### src/rtl/camera_frame_grabber.sv
// Single-shot camera frame grabber: syncs the parallel bus and captures one framed image per arm.
// Latency pin->pixel_data_out is SYNC_STAGES+2 cycles; no backpressure, the camera cannot be stalled.
module camera_frame_grabber #(
  parameter int PIX_W       = 12,
  parameter int SYNC_STAGES = 3,
  parameter int LINE_W      = 11,
  parameter int EXP_LINES   = 0,
  parameter int TIMEOUT_CYC = 2000000
) (
  input  logic              sysClk,
  input  logic              rst,
  input  logic              arm,
  input  logic [PIX_W-1:0]  pixel_data_in,
  input  logic              FV,
  input  logic              LV,
  input  logic              Strobe,
  output logic [PIX_W-1:0]  pixel_data_out,
  output logic              valid_out,
  output logic              sof_out,
  output logic              eol_out,
  output logic              eof_out,
  output logic [LINE_W-1:0] line_count,
  output logic              busy,
  output logic              strobe_seen,
  output logic              frame_done,
  output logic              img_cap_fail_flag
);

  localparam int TO_W = $clog2(TIMEOUT_CYC + 1);

  typedef enum logic [1:0] {IDLE, ARMED, CAPTURE, DONE} state_t;

  state_t                 state;
  logic [PIX_W-1:0]       pix_sr [SYNC_STAGES];
  logic [SYNC_STAGES-1:0] fv_sr;
  logic [SYNC_STAGES-1:0] lv_sr;
  logic [SYNC_STAGES-1:0] stb_sr;
  logic [PIX_W-1:0]       pix_s;
  logic                   fv_s;
  logic                   lv_s;
  logic                   stb_s;
  logic                   fv_d;
  logic [TO_W-1:0]        tcnt;
  logic [PIX_W-1:0]       hold_pix;
  logic                   hold_vld;
  logic                   hold_sof;
  logic                   sof_pend;
  logic                   fv_rise;
  logic                   fv_fall;
  logic                   line_act;
  logic                   timeout;
  logic                   load;
  logic                   eol_now;
  logic                   abort;

  // All bus signals see the same number of stages so pixel, LV and FV stay aligned.
  always_ff @(posedge sysClk or posedge rst) begin
    if (rst) begin
      fv_sr  <= '0;
      lv_sr  <= '0;
      stb_sr <= '0;
      for (int i = 0; i < SYNC_STAGES; i++) pix_sr[i] <= '0;
    end else begin
      pix_sr[0] <= pixel_data_in;
      fv_sr[0]  <= FV;
      lv_sr[0]  <= LV;
      stb_sr[0] <= Strobe;
      for (int i = 1; i < SYNC_STAGES; i++) begin
        pix_sr[i] <= pix_sr[i-1];
        fv_sr[i]  <= fv_sr[i-1];
        lv_sr[i]  <= lv_sr[i-1];
        stb_sr[i] <= stb_sr[i-1];
      end
    end
  end

  assign pix_s    = pix_sr[SYNC_STAGES-1];
  assign fv_s     = fv_sr[SYNC_STAGES-1];
  assign lv_s     = lv_sr[SYNC_STAGES-1];
  assign stb_s    = stb_sr[SYNC_STAGES-1];
  assign fv_rise  = fv_s & ~fv_d;
  assign fv_fall  = ~fv_s & fv_d;
  assign line_act = fv_s & lv_s;
  assign timeout  = (tcnt == TO_W'(TIMEOUT_CYC - 1));
  // A pixel coinciding with the FV rise is already part of the frame; timeout beats the rise.
  assign load     = line_act & ((state == CAPTURE) | ((state == ARMED) & fv_rise & ~timeout));
  assign eol_now  = hold_vld & ~line_act;
  assign abort    = (state == CAPTURE) & timeout & ~fv_fall;
  assign busy     = (state != IDLE);

  always_ff @(posedge sysClk or posedge rst) begin
    if (rst) begin
      state             <= IDLE;
      fv_d              <= 1'b0;
      tcnt              <= '0;
      hold_pix          <= '0;
      hold_vld          <= 1'b0;
      hold_sof          <= 1'b0;
      sof_pend          <= 1'b0;
      pixel_data_out    <= '0;
      valid_out         <= 1'b0;
      sof_out           <= 1'b0;
      eol_out           <= 1'b0;
      eof_out           <= 1'b0;
      line_count        <= '0;
      strobe_seen       <= 1'b0;
      frame_done        <= 1'b0;
      img_cap_fail_flag <= 1'b0;
    end else begin
      fv_d              <= fv_s;
      frame_done        <= 1'b0;
      img_cap_fail_flag <= 1'b0;
      eof_out           <= (state == DONE);

      hold_vld <= load & ~abort;
      hold_pix <= (load & ~abort) ? pix_s : '0;
      hold_sof <= load & ~abort & sof_pend;
      if (load) sof_pend <= 1'b0;

      // Output stage: eol is decided here, once the following synced sample is visible.
      valid_out      <= hold_vld & ~abort;
      pixel_data_out <= abort ? '0 : hold_pix;
      sof_out        <= hold_sof & ~abort;
      eol_out        <= eol_now & ~abort;

      if ((state == CAPTURE) && eol_now && !abort && (line_count != {LINE_W{1'b1}}))
        line_count <= line_count + 1'b1;
      if ((state != IDLE) && stb_s) strobe_seen <= 1'b1;

      case (state)
        IDLE: begin
          if (arm) begin
            state       <= ARMED;
            line_count  <= '0;
            strobe_seen <= 1'b0;
            tcnt        <= '0;
            sof_pend    <= 1'b1;
          end
        end
        ARMED: begin
          tcnt <= tcnt + 1'b1;
          if (timeout) begin
            img_cap_fail_flag <= 1'b1;
            state             <= IDLE;
          end else if (fv_rise) begin
            state <= CAPTURE;
          end
        end
        CAPTURE: begin
          tcnt <= tcnt + 1'b1;
          if (fv_fall) begin
            state <= DONE;
          end else if (timeout) begin
            img_cap_fail_flag <= 1'b1;
            state             <= IDLE;
          end
        end
        DONE: begin
          if ((EXP_LINES != 0) && (line_count != LINE_W'(EXP_LINES)))
            img_cap_fail_flag <= 1'b1;
          else
            frame_done <= 1'b1;
          state <= IDLE;
        end
        default: state <= IDLE;
      endcase
    end
  end

endmodule

### config.mk
export PLATFORM = sky130hd
export DESIGN_NAME = camera_frame_grabber
export DESIGN_NICKNAME = d
export VERILOG_FILES = /design/src/rtl/camera_frame_grabber.sv
export SDC_FILE = /design/constraint.sdc
export NUM_CORES = 1
export LEC_CHECK = 0
export BUFFER_PORTS_ARGS = -buffer_cell sky130_fd_sc_hd__buf_2
export CORE_MARGIN = 3
export CORE_UTILIZATION = 31
export CTS_CLUSTER_SIZE = 8
export DETAILED_ROUTE_END_ITERATION = 8
export GPL_TIMING_DRIVEN = 0
export SLEW_MARGIN = 0
export SYNTH_ARGS = -nofsm -noshare
export SYNTH_HDL_FRONTEND = slang
export SYNTH_SLANG_ARGS = --single-unit
export TNS_END_PERCENT = 5
### constraint.sdc
create_clock -name sysClk -period 7.7 [get_ports sysClk]
set_input_delay 0.385 -clock sysClk [delete_from_list [all_inputs] [get_ports sysClk]]
set_output_delay 0.385 -clock sysClk [all_outputs]
set_load 0.01 [all_outputs]
=== Word-level counts from Yosys, hierarchy flattened ===
Cells that the tools add are included.

* Flip-flop bits (word level): 114
* Logic and storage cells: 87

* Add/subtract/negate cells: 2
* Mux-type cells: 23
* Reduce and logical (&&, ||, !) cells: 11
* Bitwise logic cells: 21
* Equality and inequality tests: 8

{| class="wikitable"
|+ Operators by type and width
! kind !! number
|-
| case mux 21 bit (2 select lines) || 1
|-
| 2-to-1 mux 11 bit || 3
|-
| 2-to-1 mux 12 bit || 2
|-
| adder 21 x 1 -> 21 bit (second input constant) || 1
|-
| == test 21 bit (second input constant) || 1
|-
| 2-to-1 mux 21 bit || 1
|-
| bitwise AND 1 bit || 14
|-
| adder 11 x 1 -> 11 bit (second input constant) || 1
|-
| != test 11 bit (second input constant) || 1
|-
| 2-to-1 mux 2 bit || 5
|-
| 2-to-1 mux 1 bit || 9
|-
| case mux 2 bit (4 select lines) || 1
|-
| != test 3 bit (second input constant) || 2
|-
| inverter 1 bit || 6
|-
| == test 2 bit (second input constant) || 2
|-
| logical AND 1 bit || 4
|-
| nonzero test 2 bit || 2
|-
| AND reduction 3 bit || 1
|-
| == test 2 x 1 -> 1 bit (second input constant) || 1
|-
| zero test 2 bit || 1
|-
| != test 2 bit (second input constant) || 1
|-
| case mux 1 bit (2 select lines) || 1
|-
| AND reduction 2 bit || 1
|-
| OR reduction 2 bit || 1
|-
| 2 further kinds || 2
|}

=== Depth between registers and ports, before layout ===
* Depth in word-level cells: 10
* Depth in mapped cells: 10
* Mapped depth without buffers: 7

=== Worst setup path after synthesis ===
OpenSTA, ideal clock, no wires.

* Kind: reg-to-reg
* From: register line_count[0]
* To: register line_count[8]
* Required time: 7.622 ns
* Buffers on the path: 0
* Data arrival time: 1.858 ns
* Cell stages (with the launch flop): 7
* Path slack: 5.764 ns
* Cell sequence: dfrtp_1 > ha_1 > and4_4 > nand4_2 > or3b_4 > or4_1 > a21oi_1

* Longest elaborated chain between the ends: 5
* Elaborated cells between the ends (all ways): 6
* Those cells by class: 1 x add/sub; 1 x eq/ne; 3 x mux; 1 x reduce/logical

{| class="wikitable"
|+ Ends and longest elaborated chain
! item !! RTL line !! text
|-
| start, declared || 22 || <nowiki>output logic [LINE_W-1:0] line_count,</nowiki>
|-
| start signal, assigned || 127 || <nowiki>line_count <= line_count + 1'b1;</nowiki>
|-
| parallel branches: the longest is 2 deep, another holds adder 11 x 1 -> 11 bit || n/a ||
|-
| 2-to-1 mux 11 bit * || 126 || <nowiki>if ((state == CAPTURE) && eol_now && !abort && (line_count != {LINE_W{1'b1}}))</nowiki>
|-
| 2-to-1 mux 11 bit || 132 || <nowiki>if (arm) begin</nowiki>
|-
| 2-to-1 mux 11 bit * || 130 || <nowiki>case (state)</nowiki>
|}

Mark *: on every way between the ends.
A chain may end at the register's enable or synchronous reset.

=== Final worst setup path ===
* From: register state[1]
* To: register tcnt[16]

* Longest elaborated chain between the ends: 4
* Elaborated cells between the ends (all ways): 8
* Those cells by class: 3 x eq/ne; 1 x mux; 4 x reduce/logical

{| class="wikitable"
|+ Ends and longest elaborated chain
! item !! RTL line !! text
|-
| start, declared || 33 || <nowiki>state_t state;</nowiki>
|-
| start signal, assigned || 93 || <nowiki>state <= IDLE;</nowiki>
|-
| start signal, assigned || 133 || <nowiki>state <= ARMED;</nowiki>
|-
| start signal, assigned || 144 || <nowiki>state <= IDLE;</nowiki>
|-
| == test 2 x 1 -> 1 bit / == test 2 bit (equally long branches) || 130 ||
|-
| OR reduction 2 bit (no source line) || n/a ||
|-
| nonzero test 2 bit (no source line) || n/a ||
|-
| AND reduction 2 bit (no source line) || n/a ||
|-
| end signal, assigned || 141 || <nowiki>tcnt <= tcnt + 1'b1;</nowiki>
|-
| end signal, assigned || 150 || <nowiki>tcnt <= tcnt + 1'b1;</nowiki>
|-
| end, declared || 43 || <nowiki>logic [TO_W-1:0] tcnt;</nowiki>
|}

Parallel ways exist; a longest one is shown, timed or not.

==> reports/qor.yml <==
critical_path:
  arrival_ns: 2.47
  cpMaxStageDelayCell: "nor2_1"
  worstPathCellList: "inv_1, ha_1, buf_2, nand2_1, nor2_1, clkbuf_1, nor2_1"
  critPathRequiredTime_ns: 7.98
  max_stage_delay_ns: 0.54
  crit_path_max_fanout: 10
  critPathLaunchType: "flop"
  path_common_cell: "nor2_1"
  endpoint_kind: "flop"
  worst-path-buf-inv: 3
  worstSetupPathType: "reg2reg"
  crit_family: "simple AND/OR/NAND/NOR gates"
power_and_ir_drop:
  power_uw: 1740
  clockPowerShare: 0.471
  p_comb_frac: 0.141
  vdd_drop_max_mv: 0.135
  p_switching_uw: 446
  internal_power_uw: 1290
  p_sw_frac: 0.257
  p_leak_uw: 0.00251
  pwr-share-seq: 0.388
  p_per_area_nw_per_um2: 325
logic_synthesis:
  synthCells: 342
  syn_avg_cell_area_um2: 12.4
  synthMuxAreaShare: 0.00474
  synth_top_family_by_area: "simple AND/OR/NAND/NOR gates"
  synthTopCellsByArea: "dfrtp_1 67%, and2_1 4.4%, xnor2_1 3.1%, nor2_1 2.8%, ha_1 1.8%"
  synth_nets: 366
  ys_warn_count: 0
  synth.distinct_cells: 46
  synth-compound-area-share: 0.0628
  synth_most_common_cell: "dfrtp_1"
  yosysTopAreaCell: "dfrtp_1"
  synth_area_um2: 4220
  synthArstFlopShare: 1.00
  synthAdderAreaFrac: 0.0178
  synth-seq-area-share: 0.669
  synth_common_cells: "113 x dfrtp_1, 31 x nor2_1, 30 x and2_1"
  synth_edf_count: 0
  synth-seq-cells: 113
  synthFlopType: "dfrtp_1"
  synth-simple-area-share: 0.187
  synth-xor-area-share: 0.0332
  synth_top_area_frac: 0.669
timing:
  drv_slew: 0
  finalHoldViolations: 0
  worst_pin_slew_ns: 0.737
  fmax_ghz: 0.456
  fin_skew_ns: 0.00720
  setup_violations: 0
  relSlewSlack: 0.509
  fin_tns_setup_ns: 0
  post-route-period-util: 0.285
  grt_setup_unrepaired: "false"
  timing.hold.ws_ns: 0.0763
  period_needed_ns: 2.19
clock_tree:
  cts_resized: 0
  clock_latency_ns: 0.41
  cts_buffers: 17
  clkTransAtPathRegs_ns: 0.06
  cts.htree.levels: 4
  cts_hold_buf: 0
  clockBufferDepth: 2
  cts_num_sinks: 113
  cts_tree: "done"
  post_cts_buffers: 0
  ctsRootBufferMaster: "clkbuf_16"
floorplan:
  ios: 49
  die-area_um2: 15100
  core_um2: 13300
  die_x_um: 123
  rows: 42
  initial_core_util: 0.318
  fp.dieH_um: 123
grt:
  overflow: 0
  grt.total_usage: 0.115
  grt_max_degree: 59
  grt_pass1_vias: 2737
  grt_pass1_wl_um: 13200
  grt_antenna_before_repair: 0
routing:
  drc: 0
  ant_nets: 0
  firstDrtPassIters: 4
  vias: 2754
  drt_wl_total_um: 7660
  detail_route.vias_per_cell: 4.60
  drt_iter0_drc: 189
  wl_per_cell_um: 12.8
final_layout:
  fillers: 1261
  final_area_um2: 5340
  diodes: 0
  drive_gt1_frac: 0.229
  multi_input_area_um2: 1290
  areaGrowthSynthToFinish_pct: 26.5
  regArea_um2: 2830
  final_nets: 434
place:
  hpwl_um: 5220
  postPlaceCellArea_um2: 4710
  gp_congestion: 0.828
  portBuffers: 48
job:
  maxCapViolCount: 0
outcome:
  status: "finished clean"
min_path:
  min_path_type: "in2reg"
==> final cells by class <==
cell class / count / share of cell area
plain buffers: 14 / 0.0131
clock buffers: 20 / 0.0836
clock inverters: 12 / 0.0340
inverters: 10 / 0.00749
multi-input cells: 205 / 0.241
flip-flops and latches: 113 / 0.529
well taps: 176 / 0.0412
repair buffers: 49 / 0.0501
==> state kept, by name, summed over array words and instances (netlist names) <==
register,count
eof_out,1
eol_out,1
fv_d,1
fv_sr,3
hold_pix,12
hold_sof,1
hold_vld,1
img_cap_fail_flag,1
line_count,11
lv_sr,3
pix_s,12
pix_sr,24
pixel_data_out,12
sof_out,1
sof_pend,1
state,2
stb_sr,3
strobe_seen,1
tcnt,21
valid_out,1
==> power groups by stage <==
| stage | registers (µW) | clock network [µW] | logic (µW) |
|---|---|---|---|
| after floorplan | 683 | 0 | 174 |
| after global placement | 683 | 0 | 242 |
| after detailed placement | 684 | 0 | 247 |
| after CTS | 674 | 842 | 249 |
| after global routing | 681 | 869 | 285 |
| final | 674 | 819 | 245 |
==> metrics by stage <==
step / cells / utilization / setup slack, ns
floorplan: 342 / - / 4.33
global placement: 566 / 0.352 / 3.15
detailed placement: 567 / 0.355 / 5.48
CTS: 599 / 0.402 / 5.46
global route: 599 / 0.402 / 5.27
finish: 599 / 0.402 / 5.51
==> kinds of logic (layout without fill, tap and decap cells) <==
logic type,Yosys count,count (layout)
XOR/XNOR,16,16
multiplexers,2,2
AND/OR/NAND/NOR,139,139
buffers and inverters,24,105
adder cells (fa/ha/maj),6,6
flip-flops,113,113
AO/OA/AOI/OAI,42,42
==> path summary, 6_finish.rpt <==
kind | from | endpoint | slack (ns) | cells past startpoint
setup / recovery | state[1]$_DFFE_PP0P_ | tcnt[16]$_DFFE_PP0P_ | 5.51 | 7
hold / removal | pixel_data_in[2] | pix_sr[26]$_DFF_PP0_ | 0.08 | 1
setup reg to reg | state[1]$_DFFE_PP0P_ | tcnt[16]$_DFFE_PP0P_ | 5.51 | 7
hold reg to reg | pix_sr[24]$_DFF_PP0_ | pix_sr[12]$_DFF_PP0_ | 0.34 | 0
max in group asynchronous | rst | pix_sr[30]$_DFF_PP0_ | 6.89 | 3
min in group asynchronous | rst | pix_sr[26]$_DFF_PP0_ | 0.09 | 2
==> cell usage in the layout, fill, tap and decap left out, types with 6 or more instances in the layout <==
master	Yosys	layout
o21ai_0	10	10
clkbuf_1	6	8
nand3_1	12	12
nor2_1	31	31
clkbuf_16	0	17
nand2_1	15	15
inv_1	10	9
ha_1	6	6
and3_1	8	8
and2_1	30	30
dfrtp_1	113	113
nor3_1	7	7
xnor2_1	15	15
a21oi_1	14	14
buf_2	4	52
==> metal layers <==
| metal | share of wire | track usage | wire [µm] |
|---|---|---|---|
| met5 | 0 | 0 | 0 |
| met4 | 0.018 | 0.0525 | 136 |
| met1 | 0.46 | 0.148 | 3540 |
| met2 | 0.46 | 0.166 | 3540 |
| met3 | 0.057 | 0.0498 | 440 |
Note: power is estimated with default switching activity, not from simulation.
